**src/rtl/free_list_if.sv**
```systemverilog
// Rename/ROB-facing signal bundle of the physical-register free list.
// The master side (rename + ROB) drives requests and releases. The slave side
// (the free list) returns the head tag, the occupancy and the error status.
interface free_list_if #(
  parameter int unsigned NUM_PREGS = 64
);
  localparam int unsigned TAG_W = $clog2(NUM_PREGS);
  localparam int unsigned CNT_W = $clog2(NUM_PREGS) + 1;

  logic                 alloc_req;
  logic                 alloc_valid;
  logic [TAG_W-1:0]     alloc_preg;
  logic [NUM_PREGS-1:0] retire_vec;
  logic [CNT_W-1:0]     free_count;
  logic [NUM_PREGS-1:0] free_vec;
  logic                 dbl_free_err;
  logic                 overflow_err;

  modport master (
    output alloc_req, retire_vec,
    input  alloc_valid, alloc_preg, free_count, free_vec, dbl_free_err, overflow_err
  );

  modport slave (
    input  alloc_req, retire_vec,
    output alloc_valid, alloc_preg, free_count, free_vec, dbl_free_err, overflow_err
  );
endinterface

```
**src/rtl/free_list.sv**
```systemverilog
// Physical-register free list: circular FIFO of free tags with a shadow bitmap.
// One pop per cycle to rename. Up to two releases per cycle from the ROB retire
// vector. Duplicate releases are rejected against the bitmap. Physical register 0
// is never released.
module free_list #(
  parameter int unsigned NUM_PREGS = 64,
  parameter int unsigned ARCH_REGS = 32
) (
  input logic        clk,
  input logic        rstn,
  free_list_if.slave fl
);
  localparam int unsigned TAG_W = $clog2(NUM_PREGS);
  localparam int unsigned CNT_W = $clog2(NUM_PREGS) + 1;

  logic [TAG_W-1:0]     fifo_q [NUM_PREGS];
  logic [TAG_W-1:0]     head_q, head_d;
  logic [TAG_W-1:0]     tail_q, tail_d;
  logic [CNT_W-1:0]     count_q, count_d;
  logic [NUM_PREGS-1:0] free_q, free_d;
  logic                 dbl_q, dbl_d;
  logic                 ovf_q, ovf_d;

  logic [NUM_PREGS-1:0] cand;
  logic                 has_a, has_b, extra;
  logic [TAG_W-1:0]     tag_a, tag_b;
  logic                 acc_a, acc_b, pop;
  logic                 wr0_en, wr1_en;
  logic [TAG_W-1:0]     wr0_tag, wr1_tag;

  // Pick the two lowest set release candidates (bit 0 excluded) and flag any beyond them.
  always_comb begin
    cand    = fl.retire_vec;
    cand[0] = 1'b0;
    has_a   = 1'b0;
    has_b   = 1'b0;
    extra   = 1'b0;
    tag_a   = '0;
    tag_b   = '0;
    for (int unsigned i = 1; i < NUM_PREGS; i++) begin
      if (cand[i]) begin
        if (!has_a) begin
          has_a = 1'b1;
          tag_a = TAG_W'(i);
        end else if (!has_b) begin
          has_b = 1'b1;
          tag_b = TAG_W'(i);
        end else begin
          extra = 1'b1;
        end
      end
    end
  end

  // Next-state for pointers, count, bitmap and sticky errors.
  // The bitmap is sampled before this cycle's pop clears its bit, so releasing the
  // tag currently being allocated counts as a double free. A rejected duplicate
  // still takes one of the two release slots.
  always_comb begin
    acc_a   = has_a && !free_q[tag_a];
    acc_b   = has_b && !free_q[tag_b];
    pop     = fl.alloc_req && (count_q != '0);
    wr0_en  = acc_a || acc_b;
    wr0_tag = acc_a ? tag_a : tag_b;
    wr1_en  = acc_a && acc_b;
    wr1_tag = tag_b;

    head_d  = head_q + TAG_W'(pop);
    tail_d  = tail_q + TAG_W'(acc_a) + TAG_W'(acc_b);
    count_d = count_q + CNT_W'(acc_a) + CNT_W'(acc_b) - CNT_W'(pop);

    free_d = free_q;
    if (pop)   free_d[fifo_q[head_q]] = 1'b0;
    if (acc_a) free_d[tag_a]          = 1'b1;
    if (acc_b) free_d[tag_b]          = 1'b1;

    dbl_d = dbl_q | (has_a && free_q[tag_a]) | (has_b && free_q[tag_b]);
    ovf_d = ovf_q | extra;
  end

  // State registers. Reset loads the non-architectural tags into the FIFO in ascending order.
  always_ff @(posedge clk or negedge rstn) begin
    if (!rstn) begin
      for (int unsigned i = 0; i < NUM_PREGS; i++) begin
        fifo_q[i] <= (i < NUM_PREGS - ARCH_REGS) ? TAG_W'(i + ARCH_REGS) : '0;
        free_q[i] <= (i >= ARCH_REGS);
      end
      head_q  <= '0;
      tail_q  <= TAG_W'(NUM_PREGS - ARCH_REGS);
      count_q <= CNT_W'(NUM_PREGS - ARCH_REGS);
      dbl_q   <= 1'b0;
      ovf_q   <= 1'b0;
    end else begin
      if (wr0_en) fifo_q[tail_q]          <= wr0_tag;
      if (wr1_en) fifo_q[tail_q + 1'b1]   <= wr1_tag;
      free_q  <= free_d;
      head_q  <= head_d;
      tail_q  <= tail_d;
      count_q <= count_d;
      dbl_q   <= dbl_d;
      ovf_q   <= ovf_d;
    end
  end

  assign fl.alloc_valid  = (count_q != '0);
  assign fl.alloc_preg   = fifo_q[head_q];
  assign fl.free_count   = count_q;
  assign fl.free_vec     = free_q;
  assign fl.dbl_free_err = dbl_q;
  assign fl.overflow_err = ovf_q;
endmodule

```
**src/flat_wrapper.sv**
```systemverilog
// flat-port wrapper written by rule: the top's interface ports become plain ports
module free_list_flat 
#(
  parameter int unsigned NUM_PREGS = 64,
  parameter int unsigned ARCH_REGS = 32
)
  (clk, rstn, fl_alloc_req, fl_retire_vec, fl_alloc_valid, fl_alloc_preg, fl_free_count, fl_free_vec, fl_dbl_free_err, fl_overflow_err);
  free_list_if #(.NUM_PREGS(NUM_PREGS)) fl_i ();
  input logic clk;
  input logic rstn;
  input wire logic [$bits(fl_i.alloc_req)-1:0] fl_alloc_req;
  input wire logic [$bits(fl_i.retire_vec)-1:0] fl_retire_vec;
  output wire logic [$bits(fl_i.alloc_valid)-1:0] fl_alloc_valid;
  output wire logic [$bits(fl_i.alloc_preg)-1:0] fl_alloc_preg;
  output wire logic [$bits(fl_i.free_count)-1:0] fl_free_count;
  output wire logic [$bits(fl_i.free_vec)-1:0] fl_free_vec;
  output wire logic [$bits(fl_i.dbl_free_err)-1:0] fl_dbl_free_err;
  output wire logic [$bits(fl_i.overflow_err)-1:0] fl_overflow_err;
  assign fl_i.alloc_req = fl_alloc_req;
  assign fl_i.retire_vec = fl_retire_vec;
  assign fl_alloc_valid = fl_i.alloc_valid;
  assign fl_alloc_preg = fl_i.alloc_preg;
  assign fl_free_count = fl_i.free_count;
  assign fl_free_vec = fl_i.free_vec;
  assign fl_dbl_free_err = fl_i.dbl_free_err;
  assign fl_overflow_err = fl_i.overflow_err;
  free_list #(.NUM_PREGS(NUM_PREGS), .ARCH_REGS(ARCH_REGS)) u_core (.clk(clk), .rstn(rstn), .fl(fl_i));
endmodule
```
**config.mk**
```make
export PLATFORM = sky130hd
export DESIGN_NAME = free_list_flat
export DESIGN_NICKNAME = d
export VERILOG_FILES = /design/src/rtl/free_list_if.sv /design/src/rtl/free_list.sv /design/src/flat_wrapper.sv
export SDC_FILE = /design/constraint.sdc
export NUM_CORES = 2
export LEC_CHECK = 0
export ABC_AREA = 1
export BUFFER_PORTS_ARGS = -buffer_cell sky130_fd_sc_hd__buf_2
export CORE_MARGIN = 4
export CORE_UTILIZATION = 69
export CTS_CLUSTER_SIZE = 14
export DETAILED_ROUTE_END_ITERATION = 8
export GPL_ROUTABILITY_DRIVEN = 0
export MAX_ROUTING_LAYER = met4
export PLACE_DENSITY = 0.88
export REMOVE_ABC_BUFFERS = 1
export SLEW_MARGIN = 10
export SYNTH_ARGS = -nofsm -noshare
export SYNTH_HDL_FRONTEND = slang
export SYNTH_SLANG_ARGS = --single-unit
```
**constraint.sdc**
```tcl
create_clock -name clk -period 9 [get_ports clk]
set_input_delay 0.9 -clock clk [delete_from_list [all_inputs] [get_ports clk]]
set_output_delay 0.9 -clock clk [all_outputs]
set_load 0.005 [all_outputs]
```
==> results of run 1 <==
## routing by layer
layer | GRT usage | overflow
met5 | - | -
met4 | 0.6837 | 2
met3 | 0.5583 | 0
met2 | 0.8725 | 0
met1 | 0.7208 | 0
## through the flow
step / instance area, um2 / instances / hold WS (ps) / TNS [ps] / util
after floorplan: 35420 / 5468 / 465.8 / -1879810 / -
after global placement: 42450 / 6944 / 451.9 / -730520 / 0.8077
after detailed placement: 42450 / 6944 / 450.9 / -918220 / 0.8077
after CTS: 46420 / 7253 / 409.5 / -418420 / 0.8833
## logic make-up after synthesis
| group | after synthesis | synth area share |
|---|---|---|
| compound gates | 759 | 0.1241 |
| xor+xnor | 17 | 0.004068 |
| fa+ha+maj | 20 | 0.007453 |
| buf+inv | 940 | 0.1093 |
| flops | 469 | 0.3257 |
| simple gates | 3491 | 0.4294 |
## Yosys cell counts, types with 22 or more instances
master,instances,share of area
a21oi_1,202,0.028
o211ai_1,40,0.0082
inv_1,564,0.058
o22ai_1,44,0.0075
nor2_4,52,0.016
nand2_1,1990,0.20
inv_2,101,0.010
nand3_1,612,0.084
o31ai_1,23,0.0047
o21ai_0,296,0.040
dfstp_2,146,0.10
a31oi_1,31,0.0053
buf_2,22,0.0030
clkbuf_1,162,0.017
nor3_1,56,0.0077
nand4_1,81,0.014
nor2_1,513,0.053
nor2_2,42,0.0072
nand3_2,56,0.015
dfrtp_1,323,0.22
## timing repair
item	in CTS
hold endpoints to repair	0
setup endpoints to repair	462
pin swaps	42
resized for setup	172
buffers inserted	217
gates cloned	1
==> flow_metrics.py, run 1 <==
metrics = {
    "synth": {
        "synth_edf_count": 0,
        "synth.yosys.warnings": 0,
        "avgSynthCellArea_um2": 6.425,
        "synth_ff_type": "dfrtp_1",
        "synth.yosys.seq_area_share": 0.3257,
        "netlist_area_um2": 36600,
        "ys_seq_elements": 469,
        "async_flop_share": 1.000,
        "synth_cells": 5696,
        "synth.distinct_cells": 77,
    },
    "global_route": {
        "grt_max_degree": 151,
        "grt_pass1_vias": 53720,
        "grt_usage": 0.7242,
        "grt_pass1_wl_um": 309500,
        "grt_overflow_total": 2,
    },
    "floorplan": {
        "ioPinCount": 147,
        "fp-row-count": 84,
        "die_y_um": 238.3,
        "start_util": 0.6965,
        "die_x_um": 238.3,
    },
    "status": {
        "status": "did not finish",
        "firstError": "[ERROR GRT-0116] Global routing finished with congestion. Check the congestion regions in the DRC Viewer.",
        "failed_stage": "5_1_grt",
    },
    "clock_network": {
        "numCtsBuffers": 49,
        "cts.path.max_buffers": 3,
        "cts.root.buffer_cell": "clkbuf_16",
        "cts.sinks": 469,
        "cts_hold_buf": 0,
        "htreeDepth": 2,
    },
    "placed_design": {
        "place_hpwl_um": 99030,
        "portBuffers": 145,
        "dp_slack_ps": -2393,
    },
}
==> run 2: changes to the inputs <==
- CORE_UTILIZATION: 69 -> 40
- CTS_CLUSTER_SIZE: 14 -> default
- MAX_ROUTING_LAYER: met4 -> default
- PLACE_DENSITY: 0.88 -> default
- PLACE_DENSITY_LB_ADDON: default -> 0.15
==> flow_metrics.py, run 2 <==
metrics = {
    "status": {
        "status": "finished with violations",
        "violations": "negative setup slack",
    },
    "floorplan": {
        "fp.coreArea_um2": 90420,
        "die_y_um": 310.5,
        "dieArea_um2": 96400,
        "ioPinCount": 147,
        "fp-row-count": 110,
        "die_x_um": 310.5,
        "start_util": 0.4047,
    },
    "clock_network": {
        "cts.sinks": 469,
        "htreeDepth": 2,
        "cts_hold_buf": 0,
        "insertion_delay_ps": 640,
        "numCtsBuffers": 57,
        "cts_tree": "done",
        "cts.root.buffer_cell": "clkbuf_16",
        "cts.path.max_buffers": 3,
        "clkSlewWorstSetupHoldPaths_ps": 60,
    },
    "sta": {
        "setup_slack_ps": -1305,
        "worst_clock_skew_ps": 19.67,
        "final_max_slew_viol_count": 0,
        "worstMarginPinSlew_ps": 1367,
        "finalHoldViolations": 0,
        "fin_hold_ws_ps": 279.5,
        "rsz0062_at_grt": "yes",
        "period_minus_slack_ps": 10300,
        "relSlewSlack": 0.08797,
        "fmax_mhz": 97.04,
        "fin_crit_sh": 1.145,
        "finalSetupViolCount": 462,
    },
    "detailed_routing": {
        "drtAntennaViolNets": 0,
        "wl_per_cell_um": 20.56,
        "viasPerCell": 5.468,
        "drt_iter0_markers": 4278,
        "drc": 0,
        "drt_pass1_iterations": 8,
        "wirelength_um": 159400,
        "detailroute.via_count": 42390,
    },
    "cells_and_area": {
        "largest_reg_flops": 384,
        "final_cell_area_um2": 48520,
        "fin_nets": 6613,
        "top_register": "u_core.fifo_q",
        "layout_common_cells": "nand2_1, buf_4, nand3_1",
        "layout_commonest_cell": "nand2_1",
        "area_growth_pct": 32.56,
        "drive_gt1_frac": 0.2800,
        "final_util": 0.5365,
    },
    "setup_path": {
        "crit_slowest_cell": "a221oi_4",
        "cp-start-kind": "input pin",
        "crit_required_ps": 9520,
        "critPathMaxFanout": 7,
        "cpPeakStageDelay_ps": 280,
        "crit_top_cell": "nor2_4",
        "ff2ff_setup_slack_ps": 3430,
        "critPathCaptureType": "flip-flop",
        "cp.arrival_ps": 10830,
        "critPathKind": "in -> reg",
    },
    "placed_design": {
        "place_hpwl_um": 111800,
        "portBuffers": 145,
        "post_dp_cell_area_um2": 43530,
    },
    "global_route": {
        "grt_pass1_wl_um": 239100,
        "grt_overflow_total": 0,
        "grt_pass1_vias": 40410,
        "antenna_found_initial": 2,
        "grt_usage": 0.3207,
        "grt_max_degree": 136,
    },
    "synth": {
        "synth.yosys.warnings": 0,
        "synth_top_area_frac": 0.2208,
        "async_flop_share": 1.000,
        "avgSynthCellArea_um2": 6.425,
        "synth_ff_type": "dfrtp_1",
        "yosysTopAreaCell": "dfrtp_1",
        "synth_top_cells_by_area": "dfrtp_1, nand2_1, dfstp_2, nand3_1, inv_1",
        "ys_seq_elements": 469,
        "netlist_area_um2": 36600,
        "synthTopCellsByCount": "nand2_1, nand3_1, inv_1",
        "synth.yosys.seq_area_share": 0.3257,
        "synth_edf_count": 0,
        "synth.distinct_cells": 77,
        "synth_most_common_cell": "nand2_1",
        "synth_cells": 5696,
    },
    "power_and_ir_drop": {
        "power_leakage_nw": 25.37,
        "powerDensity_nw_per_um2": 267.5,
        "irDropWorstVdd_uv": 219.7,
    },
    "hold_path": {
        "min_path_type": "in -> async",
    },
    "flow_run": {
        "max_cap_viol_count": 0,
    },
}
-- run 2: cell counts after synthesis --
No cell type changed its count.
-- run 2: kinds of logic after synthesis --
family,share of synthesized area
fa+ha+maj,0.007453
compound gates,0.1241
simple gates,0.4294
xor+xnor,0.004068
buf+inv,0.1093
flops,0.3257
-- run 2: final cells by class --
type / instances / area, um2
flip-flops and latches: 469 / 11930
well taps: 1176 / 1471
diodes: 2 / 5.005
repair buffers: 998 / 8232
multi-input cells: 4288 / 21990
clock inverters: 28 / 256.5
inverters: 712 / 2950
clock buffers: 80 / 1684
fillers: 8904 / 41910
-- run 2: per-stage QoR --
stage / setup slack, ps / total power, W / instances / setup TNS (ps)
final: -1305 / 0.01298 / 7753 / -507330
after global routing: -1998 / 0.01369 / 7751 / -832500
after CTS: -947.4 / 0.01253 / 7682 / -364250
after detailed placement: -2268 / 0.009912 / 7479 / -902050
after global placement: -2149 / 0.009861 / 7479 / -843190
after floorplan: -4616 / 0.007174 / 5468 / -1879810
-- run 2: routing by layer --
metal	track usage	part of all wire	wire length [um]
met1	0.3973	0.39	62520
met2	0.5313	0.46	73350
met3	0.05806	0.082	13060
met4	0.1749	0.066	10450
met5	0	0.00022	35
-- run 2: worst max-delay path, delay by kind of cell --
kind	cells	cell delay, ps
AND/OR/NAND/NOR	56	5480
adder cells (fa/ha/maj)	1	160
AO/OA/AOI/OAI	10	1380
buffers and inverters	39	2860
-- run 2: worst paths after layout --
kind / startpoint / to / depth (start not counted)
worst max-delay path: fl_retire_vec[2] / u_core.fifo_q[146]$_DFF_PN0_ / 106
worst min-delay path: rstn / u_core.fifo_q[258]$_DFF_PN0_ / 1
max in group asynchronous: rstn / u_core.fifo_q[137]$_DFF_PN0_ / 3
worst max register to register: u_core.head_q[1]$_DFF_PN0_ / u_core.fl.free_vec[21]$_DFF_PN0_ / 16
min in group clk: u_core.fl.dbl_free_err$_DFF_PN0_ / u_core.fl.dbl_free_err$_DFF_PN0_ / 1
worst min register to register: u_core.fl.dbl_free_err$_DFF_PN0_ / u_core.fl.dbl_free_err$_DFF_PN0_ / 1
-- run 2: power by group --
part | switching, W | internal (W)
clock | 0.00102 | 0.00139
combinational | 0.00473 | 0.00221
sequential | 0.000573 | 0.00306
-- run 2: what timing repair did --
item | CTS | global route
resized for setup | 93 | 325
pin swaps | 21 | 106
gates cloned | 4 | 6
buffers inserted | 91 | 63
endpoints found under the setup margin | 462 | 463
(Power assumes the default switching activity.)
